==> config.mk <==
export PLATFORM = sky130hd
export DESIGN_NAME = controller_mc2
export DESIGN_NICKNAME = d
export VERILOG_FILES = /design/src/rtl/controller_mc2.sv
export SDC_FILE = /design/constraint.sdc
export NUM_CORES = 1
export LEC_CHECK = 0
export CAP_MARGIN = 20
export CELL_PAD_IN_SITES_DETAIL_PLACEMENT = 0
export CELL_PAD_IN_SITES_GLOBAL_PLACEMENT = 1
export CORE_MARGIN = 5
export CORE_UTILIZATION = 46
export CTS_CLUSTER_DIAMETER = 60
export DETAILED_ROUTE_END_ITERATION = 8
export DONT_BUFFER_PORTS = 1
export GPL_TIMING_DRIVEN = 0
export PLACE_DENSITY_LB_ADDON = 0.1
export SLEW_MARGIN = 20
export SYNTH_ARGS = -nofsm -noshare
export SYNTH_HDL_FRONTEND = slang
export SYNTH_SLANG_ARGS = --single-unit
==> constraint.sdc <==
create_clock -name clk -period 5.05 [get_ports clk]
set_input_delay 1.515 -clock clk [delete_from_list [all_inputs] [get_ports clk]]
set_output_delay 1.515 -clock clk [all_outputs]
set_load 0.005 [all_outputs]
==> src/rtl/controller_mc2.sv <==
// Multi-cycle control FSM for the 16-bit CISC datapath: memory ready handshake with
// wait-state timeout, HALT, and a FAULT trap that resume clears.
//
// state         | meaning
// S_FETCH       | read instruction from memory at PC, wait for mem_ready
// S_DECODE      | pick the execution path from the decoder class flags
// S_ARITH_READ1 | rs1 -> TR1
// S_ARITH_READ2 | rs2 -> TR2
// S_ARITH_EXEC  | ALU result -> rd, update flags
// S_IMM_READ    | rd -> TR1
// S_IMM_EXEC    | ALU (immediate op) result -> rd, update flags
// S_LOAD_WAIT   | memory read into rd, wait for mem_ready
// S_STORE_WAIT  | rs2 written to memory, wait for mem_ready
// S_JUMP_EXEC   | load PC if the jump is taken
// S_HALT        | stopped until resume
// S_FAULT       | trapped (timeout or illegal instruction) until resume
module controller_mc2 #(
    parameter int RA_W    = 3,
    parameter int OP_W    = 5,
    parameter int TO_W    = 4,
    parameter int TIMEOUT = 15
) (
    input  logic            clk,
    input  logic            reset,
    input  logic [OP_W-1:0] opcode,
    input  logic [RA_W-1:0] rd,
    input  logic [RA_W-1:0] rs1,
    input  logic [RA_W-1:0] rs2,
    input  logic            is_arithmetic,
    input  logic            is_immediate,
    input  logic            is_load,
    input  logic            is_store,
    input  logic            is_jump_unconditional,
    input  logic            is_jump_conditional,
    input  logic            is_halt,
    input  logic            zero_flag,
    input  logic            carry_flag,
    input  logic            mem_ready,
    input  logic            resume,
    output logic            mem_req,
    output logic            mem_write,
    output logic            mem_addr_sel,
    output logic            PC_L,
    output logic            PC_I,
    output logic            IR_L,
    output logic [RA_W-1:0] rf_addr,
    output logic            R_L,
    output logic            R_E,
    output logic [2:0]      AL_S,
    output logic            TR1_L,
    output logic            TR2_L,
    output logic            flag_load,
    output logic [1:0]      data_bus_sel,
    output logic            halted,
    output logic            fault,
    output logic [1:0]      fault_code
);

    typedef enum logic [3:0] {
        S_FETCH, S_DECODE, S_ARITH_READ1, S_ARITH_READ2, S_ARITH_EXEC,
        S_IMM_READ, S_IMM_EXEC, S_LOAD_WAIT, S_STORE_WAIT, S_JUMP_EXEC,
        S_HALT, S_FAULT
    } state_t;

    localparam logic [OP_W-1:0] OP_SUB  = OP_W'(5'b01001);
    localparam logic [OP_W-1:0] OP_IMM0 = OP_W'(5'b01100);
    localparam logic [OP_W-1:0] OP_IMM1 = OP_W'(5'b01101);
    localparam logic [OP_W-1:0] OP_IMM2 = OP_W'(5'b01110);
    localparam logic [OP_W-1:0] OP_IMM3 = OP_W'(5'b01111);
    localparam logic [OP_W-1:0] OP_JNC  = OP_W'(5'b10100);
    localparam logic [OP_W-1:0] OP_JZ   = OP_W'(5'b10101);
    localparam logic [OP_W-1:0] OP_JNZ  = OP_W'(5'b10110);
    localparam logic [OP_W-1:0] OP_JC   = OP_W'(5'b10111);

    localparam logic [TO_W-1:0] TO_VAL = TO_W'(TIMEOUT);
    localparam logic            TO_EN  = (TIMEOUT != 0);

    state_t          r_state;
    logic [TO_W-1:0] r_wait_cnt;
    logic            r_halted;
    logic            r_fault;
    logic [1:0]      r_fault_code;
    logic            w_timeout;

    // mem_ready in the timeout cycle takes precedence over the fault
    assign w_timeout = TO_EN && (r_wait_cnt == TO_VAL) && !mem_ready;

    always_ff @(posedge clk or negedge reset) begin
        if (!reset) begin
            r_state      <= S_FETCH;
            r_wait_cnt   <= '0;
            r_halted     <= 1'b0;
            r_fault      <= 1'b0;
            r_fault_code <= 2'b00;
        end else begin
            r_wait_cnt <= '0;
            case (r_state)
                S_FETCH, S_LOAD_WAIT, S_STORE_WAIT: begin
                    if (mem_ready) begin
                        r_state <= (r_state == S_FETCH) ? S_DECODE : S_FETCH;
                    end else if (w_timeout) begin
                        r_state      <= S_FAULT;
                        r_fault      <= 1'b1;
                        r_fault_code <= 2'b01;
                    end else begin
                        r_wait_cnt <= (r_wait_cnt == '1) ? r_wait_cnt : r_wait_cnt + TO_W'(1);
                    end
                end
                S_DECODE: begin
                    if (is_arithmetic)                                   r_state <= S_ARITH_READ1;
                    else if (is_immediate)                               r_state <= S_IMM_READ;
                    else if (is_load)                                    r_state <= S_LOAD_WAIT;
                    else if (is_store)                                   r_state <= S_STORE_WAIT;
                    else if (is_jump_unconditional || is_jump_conditional) r_state <= S_JUMP_EXEC;
                    else if (is_halt) begin
                        r_state  <= S_HALT;
                        r_halted <= 1'b1;
                    end else begin
                        r_state      <= S_FAULT;
                        r_fault      <= 1'b1;
                        r_fault_code <= 2'b10;
                    end
                end
                S_ARITH_READ1: r_state <= S_ARITH_READ2;
                S_ARITH_READ2: r_state <= S_ARITH_EXEC;
                S_IMM_READ:    r_state <= S_IMM_EXEC;
                S_ARITH_EXEC, S_IMM_EXEC, S_JUMP_EXEC: r_state <= S_FETCH;
                S_HALT: begin
                    if (resume) begin
                        r_state  <= S_FETCH;
                        r_halted <= 1'b0;
                    end
                end
                S_FAULT: begin
                    if (resume) begin
                        r_state      <= S_FETCH;
                        r_fault      <= 1'b0;
                        r_fault_code <= 2'b00;
                    end
                end
                default: r_state <= S_FETCH;
            endcase
        end
    end

    assign halted     = r_halted;
    assign fault      = r_fault;
    assign fault_code = r_fault_code;

    // Strobes are qualified by reset so an access aborted by reset never completes
    always_comb begin
        mem_req      = 1'b0;
        mem_write    = 1'b0;
        mem_addr_sel = 1'b0;
        PC_L         = 1'b0;
        PC_I         = 1'b0;
        IR_L         = 1'b0;
        rf_addr      = '0;
        R_L          = 1'b0;
        R_E          = 1'b0;
        AL_S         = 3'b000;
        TR1_L        = 1'b0;
        TR2_L        = 1'b0;
        flag_load    = 1'b0;
        data_bus_sel = 2'b00;
        if (reset) begin
            case (r_state)
                S_FETCH: begin
                    mem_req      = 1'b1;
                    data_bus_sel = 2'b01;
                    IR_L         = mem_ready;
                    PC_I         = mem_ready;
                end
                S_ARITH_READ1, S_IMM_READ: begin
                    rf_addr      = (r_state == S_IMM_READ) ? rd : rs1;
                    R_E          = 1'b1;
                    TR1_L        = 1'b1;
                    data_bus_sel = 2'b10;
                end
                S_ARITH_READ2: begin
                    rf_addr      = rs2;
                    R_E          = 1'b1;
                    TR2_L        = 1'b1;
                    data_bus_sel = 2'b10;
                end
                S_ARITH_EXEC: begin
                    AL_S      = (opcode == OP_SUB) ? 3'b001 : 3'b000;
                    rf_addr   = rd;
                    R_L       = 1'b1;
                    flag_load = 1'b1;
                end
                S_IMM_EXEC: begin
                    case (opcode)
                        OP_IMM0: AL_S = 3'b010;
                        OP_IMM1: AL_S = 3'b011;
                        OP_IMM2: AL_S = 3'b100;
                        OP_IMM3: AL_S = 3'b101;
                        default: AL_S = 3'b010;
                    endcase
                    rf_addr   = rd;
                    R_L       = 1'b1;
                    flag_load = 1'b1;
                end
                S_LOAD_WAIT: begin
                    mem_req      = 1'b1;
                    mem_addr_sel = 1'b1;
                    rf_addr      = rd;
                    data_bus_sel = 2'b01;
                    R_L          = mem_ready;
                end
                S_STORE_WAIT: begin
                    mem_req      = 1'b1;
                    mem_write    = 1'b1;
                    mem_addr_sel = 1'b1;
                    rf_addr      = rs2;
                    R_E          = 1'b1;
                    data_bus_sel = 2'b10;
                end
                S_JUMP_EXEC: begin
                    if (is_jump_unconditional) begin
                        PC_L = 1'b1;
                    end else if (is_jump_conditional) begin
                        case (opcode)
                            OP_JZ:   PC_L = zero_flag;
                            OP_JNZ:  PC_L = !zero_flag;
                            OP_JC:   PC_L = carry_flag;
                            OP_JNC:  PC_L = !carry_flag;
                            default: PC_L = 1'b0;
                        endcase
                    end
                end
                default: ;
            endcase
        end
    end

endmodule

==> results of run 1 <==
power groups by stage:
stage / Combinational (uW) / Sequential (uW) / Clock (uW)
6_report: 397 / 138 / 76.5
5_1_grt: 444 / 144 / 83.7
4_1_cts: 393 / 138 / 78.9
3_5_place_dp: 391 / 140 / 0
3_3_place_gp: 394 / 140 / 0
2_1_floorplan: 313 / 136 / 0
final cells by class:
| cell class | count | area [um^2] |
|---|---|---|
| buffer | 14 | 61.3 |
| clock buffer | 4 | 36.3 |
| fill | 251 | 1220 |
| inverter | 3 | 11.3 |
| multi-input combinational | 133 | 830 |
| sequential | 12 | 300 |
| tap | 30 | 37.5 |
cell families after synthesis:
logic type	Yosys count	share of synthesized area, %
compound gates	45	26.4
xor+xnor	2	1.46
fa+ha+maj	1	1.04
mux	5	4.27
flops	12	25.0
buf+inv	17	6.04
simple gates	80	35.8
cell usage in the layout, fill, tap and decap left out, types with 2 or more instances in the layout:
master                      netlist  routed
sky130_fd_sc_hd__a211oi_1         4       4
sky130_fd_sc_hd__a21boi_1         2       2
sky130_fd_sc_hd__a21oi_1         12      12
sky130_fd_sc_hd__a22oi_1          3       3
sky130_fd_sc_hd__a2bb2oi_1        3       3
sky130_fd_sc_hd__and2_1           3       3
sky130_fd_sc_hd__buf_2            4       4
sky130_fd_sc_hd__clkbuf_1         9       9
sky130_fd_sc_hd__clkbuf_4         0       3
sky130_fd_sc_hd__dfrtp_1         12      12
sky130_fd_sc_hd__inv_1            3       3
sky130_fd_sc_hd__mux2i_1          4       4
sky130_fd_sc_hd__nand2_1         14      14
sky130_fd_sc_hd__nand2b_1         4       4
sky130_fd_sc_hd__nand3_1          5       5
sky130_fd_sc_hd__nand3b_1         3       3
sky130_fd_sc_hd__nand4_1          2       2
sky130_fd_sc_hd__nand4b_1         4       4
sky130_fd_sc_hd__nor2_1          19      19
sky130_fd_sc_hd__nor2b_1          8       8
sky130_fd_sc_hd__nor3_1           7       7
sky130_fd_sc_hd__o211ai_1         2       2
sky130_fd_sc_hd__o21ai_0          4       4
sky130_fd_sc_hd__o21ai_1          2       2
sky130_fd_sc_hd__o41ai_1          2       2
sky130_fd_sc_hd__or3_1            3       3
metal layers:
metal / track usage (%) / vias up
met2: 30.8 / 62
met5: 0 / -
met3: 7.55 / 2
li1: - / 607
met4: 3.41 / 0
met1: 26.6 / 572
registers in the layout (all words and copies together) (netlist names):
| signal | flops |
|---|---|
| r_state | 4 |
| r_wait_cnt | 4 |
| fault_code | 2 |
| fault | 1 |
| halted | 1 |
final timing paths:
check | startpoint | endpoint | slack, ns | depth (start not counted)
worst min-delay path | r_wait_cnt[0] | r_wait_cnt[0] | 0.48 | 1
worst max register to register | r_state[2] | r_state[2] | 3.12 | 4
min in group asynchronous | reset | r_wait_cnt[2] | 0.93 | 0
worst min register to register | r_wait_cnt[0] | r_wait_cnt[0] | 0.48 | 1
max in group asynchronous | reset | halted | 4.05 | 0
worst max-delay path | reset | AL_S[0] | 1.16 | 3
stage by stage:
step,power [uW],setup WS (ns),instance area [um^2],cells,util (%)
final,612,1.16,1280,196,51.1
after global placement,534,1.21,1240,192,49.6
after CTS,610,1.15,1280,196,51.1
after detailed placement,532,1.14,1240,192,49.6
after global routing,672,1.03,1280,196,51.1
after floorplan,449,1.33,1200,162,-
worst reg2reg max path, cell delays in order (launching register included):
cell and delay (ns):
sky130_fd_sc_hd__dfrtp_1 0.33, sky130_fd_sc_hd__clkbuf_1 0.31, sky130_fd_sc_hd__nand4b_1 0.40, sky130_fd_sc_hd__a211o_1 0.50, sky130_fd_sc_hd__a311oi_2 0.30
==> results by stage, run 1 <==
Timing:
- Based on the critical path, the design can be clocked at up to around 260 MHz.
- The total setup violations reported at the end of the flow is 0.
- The minimum clock period after layout is 3.89 ns.
- For the pin with the worst max-slew slack, the measured transition is approximately 0.48 ns.
- The final hold violation count was 0.
- The setup skew after layout is ~0.0018 ns.
- Headroom to the max-slew limit came out at 68.1%.
- The final count of pins violating max slew is 0.
- Setup repair after global routing left no endpoint under its margin.
- The final critical path takes up a little under 80% of the cycle.
- On the final layout, the worst hold slack is 0.477 ns.
- The final total negative setup slack is 0 ns.

Pwr:
- Net switching is 48.9% of the power.
- The maximum vdd ir drop is 305 uV.
- For this design the total switching power over the nets is 299 uW.
- In this run the power density over the cells is between 400 and 500 nW/um^2.
- Registers are responsible for 22.6% of the overall power.
- The proportion of power drawn by combinational gates is between 60% and 70%.
- In this run the static leakage power is 0.000500 uW.
- The fraction of power consumed by the clock network is 12.5%.
- Internal power comes to between 300 and 400 uW.

Worst setup path:
- The cell family contributing the most delay on the critical path is simple AND/OR/NAND/NOR gates.
- At the worst endpoint, the arrival time is between 2 and 2.5 ns.
- The type of the worst setup path is in2out.
- Of all nets on the critical path, the largest fanout is 14.
- For the worst setup path, the data required time is approximately 3.5 ns.
- The nature of the critical path endpoint is an output port.
- The library cell contributing the largest single delay on the critical path is sky130_fd_sc_hd__nor4_1.
- The largest single stage delay on the critical path is about 0.41 ns.
- The worst setup path is launched from an input port.
- The signal on the critical path passes through clkbuf_1 -> nand2_1 -> nor4_1.
- Together, buffers and inverters on the worst path number 1.

Die:
- The floorplan step defined a die boundary enclosing 3740 um^2.
- The number of primary I/O pins is 50.
- The area of the core is 2500 um^2.
- The initialized floorplan defines 18 standard-cell rows.
- From left edge to right edge, the die measures 61.1 um.
- The die span in y is 61.1 um.
- The initial utilization of the core area, before any placement, comes to 48.1%.

Yosys:
- During synthesis, Yosys emitted a total of 0 warnings.
- The post-synthesis cell count is 162.
- The most used flip-flop cell after synthesis is sky130_fd_sc_hd__dfrtp_1.
- The count of different cell masters after synthesis is 49.
- Of all cell types, the one taking the most synthesized area is sky130_fd_sc_hd__dfrtp_1.
- The synthesized design contains 12 register bits.
- The commonest cells after synthesis are sky130_fd_sc_hd__nor2_1, sky130_fd_sc_hd__nand2_1, sky130_fd_sc_hd__a21oi_1, sky130_fd_sc_hd__dfrtp_1, sky130_fd_sc_hd__clkbuf_1.
- For this run, the register share of the synthesized area comes to 25.0%.
- The top cell type's share of synthesized area is 25.0%.
- Counting flops with a built-in enable in the synthesized netlist gives 0.
- By area the synthesized netlist is led by sky130_fd_sc_hd__dfrtp_1, sky130_fd_sc_hd__nor2_1, sky130_fd_sc_hd__a21oi_1.
- The fraction of registers with async set or reset after synthesis is 100%.
- Averaged over all synthesized cells, the footprint is approximately 7.4 um^2.
- The area of the mapped netlist is roughly 1200 um^2.
- The number of nets in the synthesized netlist is 190.
- The most frequent cell after synthesis is sky130_fd_sc_hd__nor2_1.

Cells and area:
- The repair_antennas step left the layout with diodes totalling 0.
- The post-route netlist has under 10% of its cells at a drive strength greater than 1.
- The area overhead of the layout relative to synthesis is 6.14%.
- The net count reported at finish is 195.

Detailed routing:
- Detailed routing placed a total of ~1500 um of wire on met2.
- The pre-antenna-repair detailed-routing pass consisted of 4 iterations.
- The length of routed met3 wiring is 385 um.
- In this run the remaining antenna-violating nets after routing total 0.
- The detailed router used layers up to and including met4.
- In the routed design, unresolved DRC markers number 0.
- The detailed router put a total of between 1500 and 2000 um of wire on met1.
- Using the TritonRoute via totals, the vias-per-cell ratio works out to about 6.3.
- The average wire per cell in the routed design is 17.7 um.
- The total detailed-routing wirelength is about 3500 um.
- Detailed routing inserted a total of ~1200 vias.
- The violation count after the first detailed-route iteration is 65.

Global routing:
- Entering global routing, the biggest net connects 15 pins.
- The total congestion overflow is 0.
- The number of global-route vias before repair came to 1224.
- Global routing consumed, over all layers together, 19.8% of the routing resources.
- The initial antenna violation count is 0.
- The first global-routing pass estimated 5660 um of wire.

Placed design:
- The congestion estimate from routability-driven global placement came to 0.915.
- The placed wire-length estimate is 2730 um.
- The number of buffers inserted by port buffering is 0.

Clock network:
- The clock transition at the registers of the reported paths is 0.08 ns.
- The number of levels the H-tree was split into is 1.
- The quantity of gates resized following cts is 0.
- The total clock sinks is 12.
- The number of clock buffers inserted by TritonCTS is 3.
- The tree is rooted in a sky130_fd_sc_hd__clkbuf_4.
- The clock insertion delay at the later pin of the skew report is 0.27 ns.
- The post-CTS setup repair buffer count is 0.
- The CTS tree is yes.
- Buffers inserted to repair hold after CTS numbered 0.
- The clock passes through at most 2 buffers.

Hold path:
- The path class of the tightest hold or removal check is reg2reg.

Flow run:
- The max-capacitance violation count is 0.

Outcome:
- The flow ran to the end, and the final reports show no timing, DRC or antenna violations.
Note: power is estimated with default switching activity, not from simulation.
==> run 2, diff against run 1 <==
--- a/config.mk
+++ b/config.mk
@@ -9,7 +9,7 @@
 export CELL_PAD_IN_SITES_DETAIL_PLACEMENT = 0
 export CELL_PAD_IN_SITES_GLOBAL_PLACEMENT = 1
 export CORE_MARGIN = 5
-export CORE_UTILIZATION = 46
+export CORE_UTILIZATION = 39
 export CTS_CLUSTER_DIAMETER = 60
 export DETAILED_ROUTE_END_ITERATION = 8
 export DONT_BUFFER_PORTS = 1
==> constraint.sdc (replaced) <==
create_clock -name clk -period 3.4 [get_ports clk]
set_input_delay 1.02 -clock clk [delete_from_list [all_inputs] [get_ports clk]]
set_output_delay 1.02 -clock clk [all_outputs]
set_load 0.005 [all_outputs]
==> run 2 against run 1 <==
Sequential cell count unchanged. Via count up 2.1%. Critical path depth grew 2. Clock skew increased by 0.0020 ns. Worst setup slack worse by 0.86 ns. Global-route usage down 1.9 points. Sequential share of layout area shrank 0.069 points. Cell area rose by 0.29%. Power grew 50%. Sequential power grew 49%. First-iteration DRC count is 25% lower. Largest cell class unchanged.
==> results by stage, run 2 (synthesized netlist as in run 1, its figures left out) <==
Cells and area:
- The area taken by multi-input logic gates is 830 um^2.
- After the last flow step, the layout net total stands at 195.
- After routing the design area is 1280 um^2.
- Leaving out fill and tap cells, the most frequent cell in the layout is sky130_fd_sc_hd__nor2_1.
- The count of fill cells added during filler insertion is 306.
- The ratio of cells with drive above 1 in the final layout is between 7 and 8%.
- The repair_antennas step left the layout with diodes totalling 0.
- The area overhead of the layout relative to synthesis is 6.45%.
- Across the whole layout, storage elements account for 300 um^2.
- In the layout the commonest cells are sky130_fd_sc_hd__nor2_1, sky130_fd_sc_hd__nand2_1, sky130_fd_sc_hd__a21oi_1, sky130_fd_sc_hd__dfrtp_1, sky130_fd_sc_hd__clkbuf_1.

Die:
- The area of the core is 3000 um^2.
- The effective utilization at floorplan is approximately 40%.
- The total die area is roughly 4300 um^2.
- The number of primary I/O pins is 50.
- From bottom edge to top edge, the die measures 65.5 um.
- The chip width is roughly 66 um.
- The initialized floorplan defines 20 standard-cell rows.

Detailed routing:
- After detailed routing, the number of remaining DRC violations is 0.
- After detailed routing, the number of vias per cell comes to 6.38.
- The pre-antenna-repair detailed-routing pass consisted of 4 iterations.
- The detailed router placed 1269 vias in this run.
- Wires add up to ~3700 um.
- The average wire per cell in the routed design is 18.5 um.
- The detail route stage leaves a number of antenna-violating nets equal to 0.
- The violation count after the first detailed-route iteration is 49.

Global routing:
- Entering global routing, the biggest net connects 15 pins.
- The number of global-route vias before repair came to about 1300.
- The global router's overall resource usage is 17.9%.
- The first-pass GRT wire length is ~6000 um.
- Summed over all layers, the global routing overflow is 0.
- The initial antenna violation count came to 0.

Worst setup path:
- Setup slack on the worst reg-to-reg path comes out at 1.45 ns.
- The nature of the critical path endpoint is an output port.
- In this run the worst setup path terminates at AL_S[0].
- The critical path data arrival time is between 2 and 2.5 ns.
- The startpoint identified for the worst register-to-register timing path is r_state[2].
- The logic depth of the worst register-to-register path is 5.
- The data required time of the critical path is 2.38 ns.
- The worst setup path is launched from a flip-flop.
- The biggest fanout along the worst timing path is 10.
- In this run the critical register-to-register path is captured at r_state[0].
- The first element of the critical path is r_state[1].
- The critical path in this run is classified as reg2out.

Timing:
- The final hold violation count is 0.
- The total setup violations reported at the end of the flow is 0.
- The worst hold slack after final layout is around 0.43 ns.
- The final count of pins violating max slew is 0.
- The clock arrives with 0.00383 ns of skew.
- Setup repair after global routing left no endpoint under its margin.
- For the final routed database, the setup TNS stands at 0 ns.
- For the pin with the worst max-slew slack, the measured transition is 0.495 ns.
- After layout, the worst path uses 91.1% of the clock period.
- Setup slack on the critical path of the routed design comes to about 0.30 ns.
- Counting I/O delays and the setup requirement, the final critical path takes 3.10 ns.
- The worst pin sits at a relative slew slack of ~67%.
- The top achievable clock speed is 323 MHz.

Placed design:
- After legalization and detailed placement, the total HPWL measured 2920 um.
- In this run the cell area measured after placement is approximately 1200 um^2.
- The number of buffers inserted by port buffering is 0.
- The placement-stage worst setup slack is between 0.4 and 0.5 ns.
- At the end of routability-driven placement, the weighted congestion stood at 0.875.

Clock network:
- The tree built by TritonCTS fans out to 12 sinks.
- The clock insertion delay at the later pin of the skew report is 0.28 ns.
- The number of buffers on the longest clock path is 2.
- The quantity of gates resized following cts is 0.
- The CTS tree is yes.
- The hold-fix buffer count after cts is 0.
- The number of levels the H-tree was split into is 1.
- The post-CTS setup repair buffer count is 0.
- The tree is rooted in a sky130_fd_sc_hd__clkbuf_4.
- Counting the buffers created by CTS gives 3.
- The clock transition at the registers of the reported paths is 0.08 ns.

Outcome:
- The flow ran to the end, and the final reports show no timing, DRC or antenna violations.

Pwr:
- IR analysis of the VDD net gives a maximum drop of 233 uV.
- The power density over cell area is 719 nW/um^2.
- The analysis attributes to cell leakage a power of between 0.0005 and 0.0006 uW.

Flow run:
- The tool flagged a number of max-cap violations equal to 0.

Hold path:
- The path type of the worst min-delay path is in2async.
-- run 2: cell counts in the layout (fill, tap and decap cells not counted) --
No cell type changed its count.
-- run 2: critical path: stages, from the launching register on --
cell and delay, ns:
sky130_fd_sc_hd__dfrtp_1 0.32, sky130_fd_sc_hd__buf_2 0.16, sky130_fd_sc_hd__clkbuf_1 0.40, sky130_fd_sc_hd__clkbuf_1 0.45, sky130_fd_sc_hd__a21oi_1 0.13, sky130_fd_sc_hd__nor4_1 0.35
-- run 2: area by class of cell --
| class | instances | area share, % |
|---|---|---|
| Sequential cell | 12 | 23.5 |
| Multi-Input combinational cell | 133 | 64.8 |
| Clock buffer | 4 | 2.83 |
| Buffer | 14 | 4.79 |
| Inverter | 3 | 0.880 |
| Tap cell | 33 | 3.23 |
-- run 2: through the flow --
stage / power [uW] / util (%) / instances
floorplan: 667 / - / 162
global placement: 808 / 41.4 / 195
detailed placement: 806 / 41.4 / 195
CTS: 922 / 42.6 / 199
global route: 1010 / 42.6 / 199
finish: 920 / 42.6 / 199
-- run 2: how the worst min path moves through the flow --
stage	start	endpoint	cells after the start
finish	reset	fault_code[0]	0
global route	reset	fault_code[0]	0
CTS	reset	fault_code[0]	0
detailed placement	r_wait_cnt[0]	r_wait_cnt[0]	1
global placement	r_wait_cnt[0]	r_wait_cnt[0]	1
floorplan	r_wait_cnt[0]	r_wait_cnt[0]	1
-- run 2: where the power goes --
part           total [uW]  switching [uW]  internal (uW)
registers             206            27.1            179
logic                 600             379            220
clock network         115            49.5           65.1
-- run 2: layer usage --
metal	share of wire [%]	vias to the layer above	track usage (%)
met5	0	-	0
met4	0.54	0	2.33
met3	7.8	4	7.01
met2	48	51	29.2
met1	44	605	22.8
li1	-	609	-
==> run 3, diff against run 2 <==
--- a/config.mk
+++ b/config.mk
@@ -8,8 +8,7 @@
 export CAP_MARGIN = 20
 export CELL_PAD_IN_SITES_DETAIL_PLACEMENT = 0
 export CELL_PAD_IN_SITES_GLOBAL_PLACEMENT = 1
-export CORE_MARGIN = 5
-export CORE_UTILIZATION = 39
+export CORE_UTILIZATION = 46
 export CTS_CLUSTER_DIAMETER = 60
 export DETAILED_ROUTE_END_ITERATION = 8
 export DONT_BUFFER_PORTS = 1
==> constraint.sdc (replaced) <==
create_clock -name clk -period 3.83 [get_ports clk]
set_input_delay 1.149 -clock clk [delete_from_list [all_inputs] [get_ports clk]]
set_output_delay 1.149 -clock clk [all_outputs]
set_load 0.005 [all_outputs]
==> run 3 against run 2 <==
Die area down 34%. Clock skew down 0.0018 ns. Sequential share of layout area up 0.069 points. Critical path depth unchanged. Largest cell class unchanged. Routed wire length down 9.6%.
==> results by stage, run 3 (synthesized netlist as in run 1, its figures left out) <==
Worst setup path:
- The worst setup path is launched from a flip-flop.
- The library cell contributing the largest single delay on the critical path is sky130_fd_sc_hd__clkbuf_1.
- Of all nets on the critical path, the largest fanout is 10.
- The nature of the critical path endpoint is an output port.
- The cell that appears most often on the critical path is sky130_fd_sc_hd__clkbuf_1.
- The first element of the critical path is r_state[1].
- Across all register-to-register paths, the minimum setup slack is 1.85 ns.
- The stage delay of the slowest cell on the critical path is ~0.43 ns.
- The critical path goes through buf_2 -> clkbuf_1 -> clkbuf_1 -> a21oi_1 -> nor4_1.
- The critical path contains buffers and inverters numbering 3 combined.
- The startpoint of the most critical register-to-register path is r_state[2].
- The worst setup path is of the reg2out kind.
- The cell family contributing the most delay on the critical path is buffers and inverters.
- The critical path data arrival time is a little under 2 ns.
- The data required time of the critical path is roughly 2.7 ns.

Cells and area:
- The count of fill cells added during filler insertion is about 280.
- Leaving out fill and tap cells, the most frequent cell in the layout is sky130_fd_sc_hd__nor2_1.
- The area overhead of the layout relative to synthesis is 6.14%.
- The repair_antennas step left the layout with diodes totalling 0.
- Leaving out fill and tap cells, the most frequent cells in the layout are sky130_fd_sc_hd__nor2_1, sky130_fd_sc_hd__nand2_1, sky130_fd_sc_hd__a21oi_1, sky130_fd_sc_hd__dfrtp_1, sky130_fd_sc_hd__clkbuf_1.
- The net count reported at finish is approximately 200.
- The utilization after layout is 51.5%.
- The ratio of cells with drive above 1 in the final layout is 7.23%.

Timing:
- The minimum clock period after layout is 3.13 ns.
- The final hold violation count is 0.
- Setup repair after global routing left no endpoint under its margin.
- In this run the tightest slew margin relative to its limit is approximately two thirds.
- The share of the clock period used by the worst path is 81.7%.
- The setup skew after layout is about 0.0020 ns.
- The pin slew with the least headroom to its limit is 0.476 ns.
- The top achievable clock speed is between 300 and 400 MHz.
- In the final timing run, aggregate negative setup slack is 0 ns.
- Setup violations remaining at the end of the flow were counted as 0.
- The final count of pins violating max slew came to 0.

Clock network:
- The clock transition at the registers of the reported paths is 0.08 ns.
- CTS placed an instance of sky130_fd_sc_hd__clkbuf_4 at the clock tree root.
- The CTS tree is yes.
- The quantity of gates resized following cts is 0.
- At the later pin of the worst-skew pair, clock insertion delay measures 0.27 ns.
- Buffers inserted during clock tree synthesis total 3.
- The number of buffers on the longest clock path is 2.
- The total clock sinks is 12.
- The hold-fix buffer count after cts is 0.
- The number of levels the H-tree was split into is 1.
- Buffers added to address setup during post-CTS repair amount to 0.

Detailed routing:
- After the first detailed-routing iteration, the DRC count stood at 39.
- The number of remaining DRC errors is 0.
- The average wire per cell in the routed design is 17.0 um.
- Using the TritonRoute via totals, the vias-per-cell ratio works out to ~6.4.
- The via total after detailed routing is 1258.
- The number of optimization iterations in the first detailed-route pass is 4.
- The count of nets left with antenna violations after detail routing is 0.
- The total detailed-routing wirelength is around 3300 um.

Die:
- The area of the core is 2480 um^2.
- Once the floorplan was initialized, standard cells occupied 48.5% of the core.
- The row count is 18.
- The chip width is around 53 um.
- The number of primary I/O pins is 50.
- The total die area is 2820 um^2.
- The die span in y is around 53 um.

Placed design:
- The number of buffers inserted by port buffering is 0.
- The placed wire-length estimate is 2580 um.
- The congestion estimate from routability-driven global placement came to 0.911.

Flow run:
- The max-capacitance violation count is 0.

Global routing:
- The total congestion overflow is 0.
- The global router's overall resource usage is 26.0%.
- The largest net degree at the start of global routing is 15.
- The initial antenna violation count came to 0.
- The first global-routing pass estimated around 5300 um of wire.
- The number of global-route vias before repair came to 1140.

Pwr:
- Summed over all cells, the static leakage comes to 0.000500 uW.
- The maximum vdd ir drop is 355 uV.
- The power density over cell area is 636 nW/um^2.

Hold path:
- The startpoint of the most critical hold path is r_wait_cnt[0].
- The path type of the worst min-delay path is reg2reg.

Outcome:
- The run finished with clean final reports.
-- run 3: cell counts in the layout (fill, tap and decap cells not counted) --
No cell type changed its count.
-- run 3: path summary, 6_finish.rpt --
kind,cells after the start,end
min reg2reg,1,r_wait_cnt[0]
max reg2reg,5,r_state[0]
max,5,AL_S[0]
max in group asynchronous,0,fault
min,1,r_wait_cnt[0]
min in group asynchronous,0,r_wait_cnt[1]
-- run 3: report_power, final --
group          total [uW]  leakage [uW]  internal [uW]  switching (uW)
clock network         101     0.0000210           57.8            43.6
logic                 526      0.000322            196             330
registers             184      0.000157            159            25.1
-- run 3: metrics by stage --
| step | area [um^2] | hold WS, ns | setup WS [ns] | cells | power [uW] |
|---|---|---|---|---|---|
| 3_3_place_gp | 1240 | 0.451 | 0.721 | 192 | 701 |
| 5_1_grt | 1280 | 0.507 | 0.518 | 196 | 889 |
| 4_1_cts | 1280 | 0.473 | 0.685 | 196 | 809 |
| 3_5_place_dp | 1240 | 0.463 | 0.706 | 192 | 706 |
| 6_report | 1280 | 0.468 | 0.700 | 196 | 811 |
| 2_1_floorplan | 1200 | 0.433 | 0.844 | 162 | 592 |
-- run 3: layer usage --
layer	vias to the layer above	track usage (%)	part of all wire, %
met5	-	0	0
met4	0	3.51	0
met3	0	6.90	8.7
met2	64	40.5	47
met1	588	36.4	44
li1	606	-	-
-- run 3: area by class of cell --
| type | count | area (um^2) | share of cell area, % |
|---|---|---|---|
| Buffer | 14 | 61.3 | 4.80 |
| Clock buffer | 4 | 36.3 | 2.84 |
| Tap cell | 30 | 37.5 | 2.94 |
| Multi-Input combinational cell | 133 | 830 | 65.0 |
| Inverter | 3 | 11.3 | 0.882 |
| Sequential cell | 12 | 300 | 23.5 |
-- run 3: worst register-to-register path, cell delays in order, from the launching register on --
cell                       delay (ns)
sky130_fd_sc_hd__dfrtp_1         0.32
sky130_fd_sc_hd__clkbuf_1        0.32
sky130_fd_sc_hd__nand4b_1        0.43
sky130_fd_sc_hd__a211o_1         0.52
sky130_fd_sc_hd__a21bo_1         0.20
sky130_fd_sc_hd__o211ai_1        0.09
